`src/rtl/seq_8_bit_div.sv`:
```
// Restoring radix-2 divider: 2N-bit dividend / N-bit divisor. One quotient bit per cycle; result 2N cycles after accept (1 for divide-by-zero).
// Valid/ready on both sides; a stalled result holds its outputs and keeps in_ready low until it is taken.
module seq_8_bit_div #(
  parameter int N     = 8,
  parameter int CNT_W = 5
) (
  input  logic           clk,
  input  logic           rst,
  input  logic           in_valid,
  output logic           in_ready,
  input  logic [2*N-1:0] dividend,
  input  logic [N-1:0]   divisor,
  output logic           out_valid,
  input  logic           out_ready,
  output logic [2*N-1:0] quotient,
  output logic [N-1:0]   remainder,
  output logic           dbz
);

  typedef enum logic [1:0] {IDLE, CALC, DONE} state_t;

  state_t           r_state;
  logic [2*N-1:0]   r_q;
  logic [N-1:0]     r_d;
  logic [N-1:0]     r_r;
  logic [CNT_W-1:0] r_cnt;

  logic [N:0]       w_r_shift;
  logic [N:0]       w_t;
  logic             w_qbit;
  logic [N-1:0]     w_r_next;
  logic [2*N-1:0]   w_q_next;

  // The partial remainder stays below the divisor, so N bits hold it between
  // iterations; only the shifted value needs the extra bit.
  assign w_r_shift = {r_r, r_q[2*N-1]};
  assign w_t       = w_r_shift - {1'b0, r_d};
  assign w_qbit    = ~w_t[N];
  assign w_r_next  = w_qbit ? w_t[N-1:0] : w_r_shift[N-1:0];
  assign w_q_next  = {r_q[2*N-2:0], w_qbit};

  always_ff @(posedge clk or posedge rst) begin
    if (rst) begin
      r_state   <= IDLE;
      in_ready  <= 1'b1;
      out_valid <= 1'b0;
      quotient  <= '0;
      remainder <= '0;
      dbz       <= 1'b0;
      r_cnt     <= '0;
      r_q       <= '0;
      r_d       <= '0;
      r_r       <= '0;
    end else begin
      case (r_state)
        IDLE: begin
          if (in_valid && in_ready) begin
            in_ready <= 1'b0;
            if (divisor != '0) begin
              r_q     <= dividend;
              r_d     <= divisor;
              r_r     <= '0;
              r_cnt   <= CNT_W'(2*N-1);
              dbz     <= 1'b0;
              r_state <= CALC;
            end else begin
              quotient  <= '1;
              remainder <= dividend[N-1:0];
              dbz       <= 1'b1;
              r_state   <= DONE;
            end
          end
        end
        CALC: begin
          r_q <= w_q_next;
          r_r <= w_r_next;
          if (r_cnt == '0) begin
            quotient  <= w_q_next;
            remainder <= w_r_next;
            out_valid <= 1'b1;
            r_state   <= DONE;
          end else begin
            r_cnt <= r_cnt - 1'b1;
          end
        end
        DONE: begin
          // Divide-by-zero arrives here with out_valid still low: raise it one cycle later.
          if (!out_valid) begin
            out_valid <= 1'b1;
          end else if (out_ready) begin
            out_valid <= 1'b0;
            in_ready  <= 1'b1;
            r_state   <= IDLE;
          end
        end
        default: r_state <= IDLE;
      endcase
    end
  end

endmodule

```
`config.mk`:
```
export PLATFORM = sky130hd
export DESIGN_NAME = seq_8_bit_div
export DESIGN_NICKNAME = d
export VERILOG_FILES = /design/src/rtl/seq_8_bit_div.sv
export SDC_FILE = /design/constraint.sdc
export NUM_CORES = 1
export LEC_CHECK = 0
export BUFFER_PORTS_ARGS = -buffer_cell sky130_fd_sc_hd__buf_2
export CAP_MARGIN = 0
export CORE_MARGIN = 10
export CORE_UTILIZATION = 50
export CTS_CLUSTER_SIZE = 20
export DETAILED_ROUTE_END_ITERATION = 7
export GPL_TIMING_DRIVEN = 0
export PLACE_DENSITY = 0.85
export REMOVE_ABC_BUFFERS = 1
export SYNTH_ARGS = -nofsm -noshare
export SYNTH_HDL_FRONTEND = slang
export SYNTH_SLANG_ARGS = --single-unit
```
`constraint.sdc`:
```
create_clock -name clk -period 2.55 [get_ports clk]
set_clock_uncertainty 0.1 [all_clocks]
set_input_delay 0.1275 -clock clk [delete_from_list [all_inputs] [get_ports clk]]
set_output_delay 0.1275 -clock clk [all_outputs]
set_load 0.05 [all_outputs]
```
==> metrics.cfg <==
[grt]
grt_pass1_wl_um = 13400
grt_max_degree = 37
gr-total-overflow = 0
grt_use_total = 0.163
grt_pass1_vias = 2848
antenna_found_initial = 0

[pwr]
ir_drop_uv = 867
pwr-share-clk = 0.124
power_density_nw_per_um2 = 1440
p_seq_frac = 0.307
p_comb_frac = 0.568
swShare = 0.469
leakage_nw = 1.98
internal-power_mw = 3.16
p_sw_mw = 2.78

[synth]
synth_common_cells = 65 x dfrtp_1, 55 x nand2_1, 27 x o21ai_0
yosysMostFrequentCell = dfrtp_1
async_flop_share = 1.00
synthTopCellsByArea = dfrtp_1 49%, nand2_1 6.2%, mux2i_1 4.8%
ys_ff_latch = 66
synth_edf_count = 0
synth_cells = 333
syn_area_per_cell_sq_um = 9.94
yosysUniqueCellTypes = 47
synth_top_area_frac = 0.491
ys.flop_type = dfrtp_1
ys_warn_count = 0
synth.largest_area_cell = dfrtp_1
syn_area_sq_um = 3310
seq_area_frac_synth = 0.499

[outcome]
status = finished with violations
violations = negative setup slack

[cts]
root_buffer = clkbuf_8
clkTransAtPathRegs_ns = 0.07
cts-htree-levels = 3
cts_buffers = 9
clock-sinks = 66
cts_tree = built
clock_path_buffers = 2
clk_latency_ns = 0.36

[sta]
setup_viol_count_final = 6
fmax_mhz = 385
maxSlewViolCount = 0
layout_min_cycle_time_ns = 2.59
rsz0062_at_grt = true
finalHoldViolCount = 0
slew_headroom = 0.418
final.period_utilization = 1.02
worst_pin_slew_ns = 0.872
fin_tns_setup_ns = -0.202
whs_ns = 0.00231
setup_ws_ns = -0.0446

[flow_run]
maxCapViolations = 0

[placement]
numPortBuffers = 54
post-dp-hpwl_um = 5380
gp_congestion = 0.862

[drt]
drtIter0Drc = 140
dr_total_vias = 2752
post_drt_wl_per_cell_um = 17.0
antenna_left = 0
drt_first_pass_iters = 4
drc = 0
routed_via_density = 5.55
drt-total-wl_um = 8440

[min_path]
holdCritPathClass = input port to register

[die]
die_height_um = 101
io_pins = 55
rows = 29
start_util = 0.518
die_x_um = 101
dieArea_sq_um = 10300
core_sq_um = 6390

[setup_path]
critPathMaxFanout = 6
cp.arrival_ns = 2.76
critical_path_class = register to register
endpoint_kind = register
cp-start-kind = register
required_ns = 2.72
r2r_setup_slack_ns = -0.04

[layout]
finish.utilization = 0.648
layout-drive-gt1-share = 0.255
syn_to_final_growth_pct = 25.0
nNetsFinal = 453
antennaDiodeCount = 0

-- cells by family after synthesis --
| kind of cell | after synthesis | share of synthesized area |
|---|---|---|
| flops | 66 | 0.499 |
| buf+inv | 32 | 0.0469 |
| mux | 22 | 0.0733 |
| compound gates | 88 | 0.175 |
| fa+ha+maj | 11 | 0.0439 |
| simple gates | 111 | 0.153 |
| xor+xnor | 3 | 0.00794 |
-- worst max-delay path, cell delays in order, from the launching register on --
cell and delay [ns]:
dfrtp_1 0.42, inv_2 0.09, ha_4 0.14, inv_2 0.03, fa_2 0.36, a211oi_4 0.27, nor4_2 0.09, mux2i_1 0.22
and3_4 0.32, mux2_4 0.32, a31oi_1 0.14
-- per-layer routing --
layer	wire, um	vias up	GRT usage
li1	-	1332	-
met2	4210	73	0.264
met1	3410	1326	0.190
met3	593	21	0.0442
met5	0	-	0
met4	225	0	0.0932
-- what timing repair did --
action	CTS	global route
endpoints found under the hold margin	56	0
gates resized for setup	9	7
cloned	1	1
hold buffers	23	0
pin swaps	6	4
setup endpoints to repair	36	33
buffers inserted	2	3
-- worst paths after layout --
check | start | endpoint | cells past startpoint
worst min-delay path | dividend[8] | r_q[8] | 3
max in group asynchronous | rst | r_r[1] | 4
worst max register to register | r_q[15] | remainder[2] | 10
worst max-delay path | r_q[15] | remainder[2] | 10
worst min register to register | quotient[13] | quotient[13] | 1
min in group asynchronous | rst | out_valid | 3
-- power by group through the flow --
stage	combinational [mW]	sequential, mW	clock [mW]
detailed placement	3.08	1.82	0
global placement	2.93	1.80	0
CTS	3.27	1.81	0.744
floorplan	1.85	2.31	0
finish	3.38	1.83	0.738
global route	3.70	1.88	0.790
-- cell usage in the layout, fill, tap and decap left out, drive strengths merged, types with 4 or more instances in the layout --
master       count
dfrtp           65
buf             62
nand2           55
o21ai           27
nor2            24
dlygate4sd3     23
a21oi           20
mux2i           16
o22a            15
inv             15
clkbuf          12
ha              10
a31oi            7
nor3             7
a21o             7
mux2             6
clkinv           4
and3             4
-- flip-flops by register name (all words and copies together) (netlist names) --
name and count:
dbz 1, in_ready 1, out_valid 1, quotient 16, r_cnt 5, r_d 8, r_q 16, r_r 8
r_state 2, remainder 8
-- final cells by class --
cell class              instances  area, sq um
flip-flops and latches         66         1650
multi-input cells             237         1590
well taps                      77         96.3
inverters                      15         56.3
clock buffers                  12          135
repair buffers                 85          581
clock inverters                 4         20.0
fillers                       509         2250
-- stage by stage --
step                      worst slack [ns]  area, sq um  total power [mW]  instances
final                              -0.0446         4140              5.94        496
after global routing                -0.151         4140              6.37        496
after CTS                           -0.123         4070              5.83        492
after detailed placement             -1.07         3630              4.90        450
after global placement               -1.00         3580              4.73        447
after floorplan                     -0.112         3210              4.16        316
Note: power is estimated with default switching activity, not from simulation.
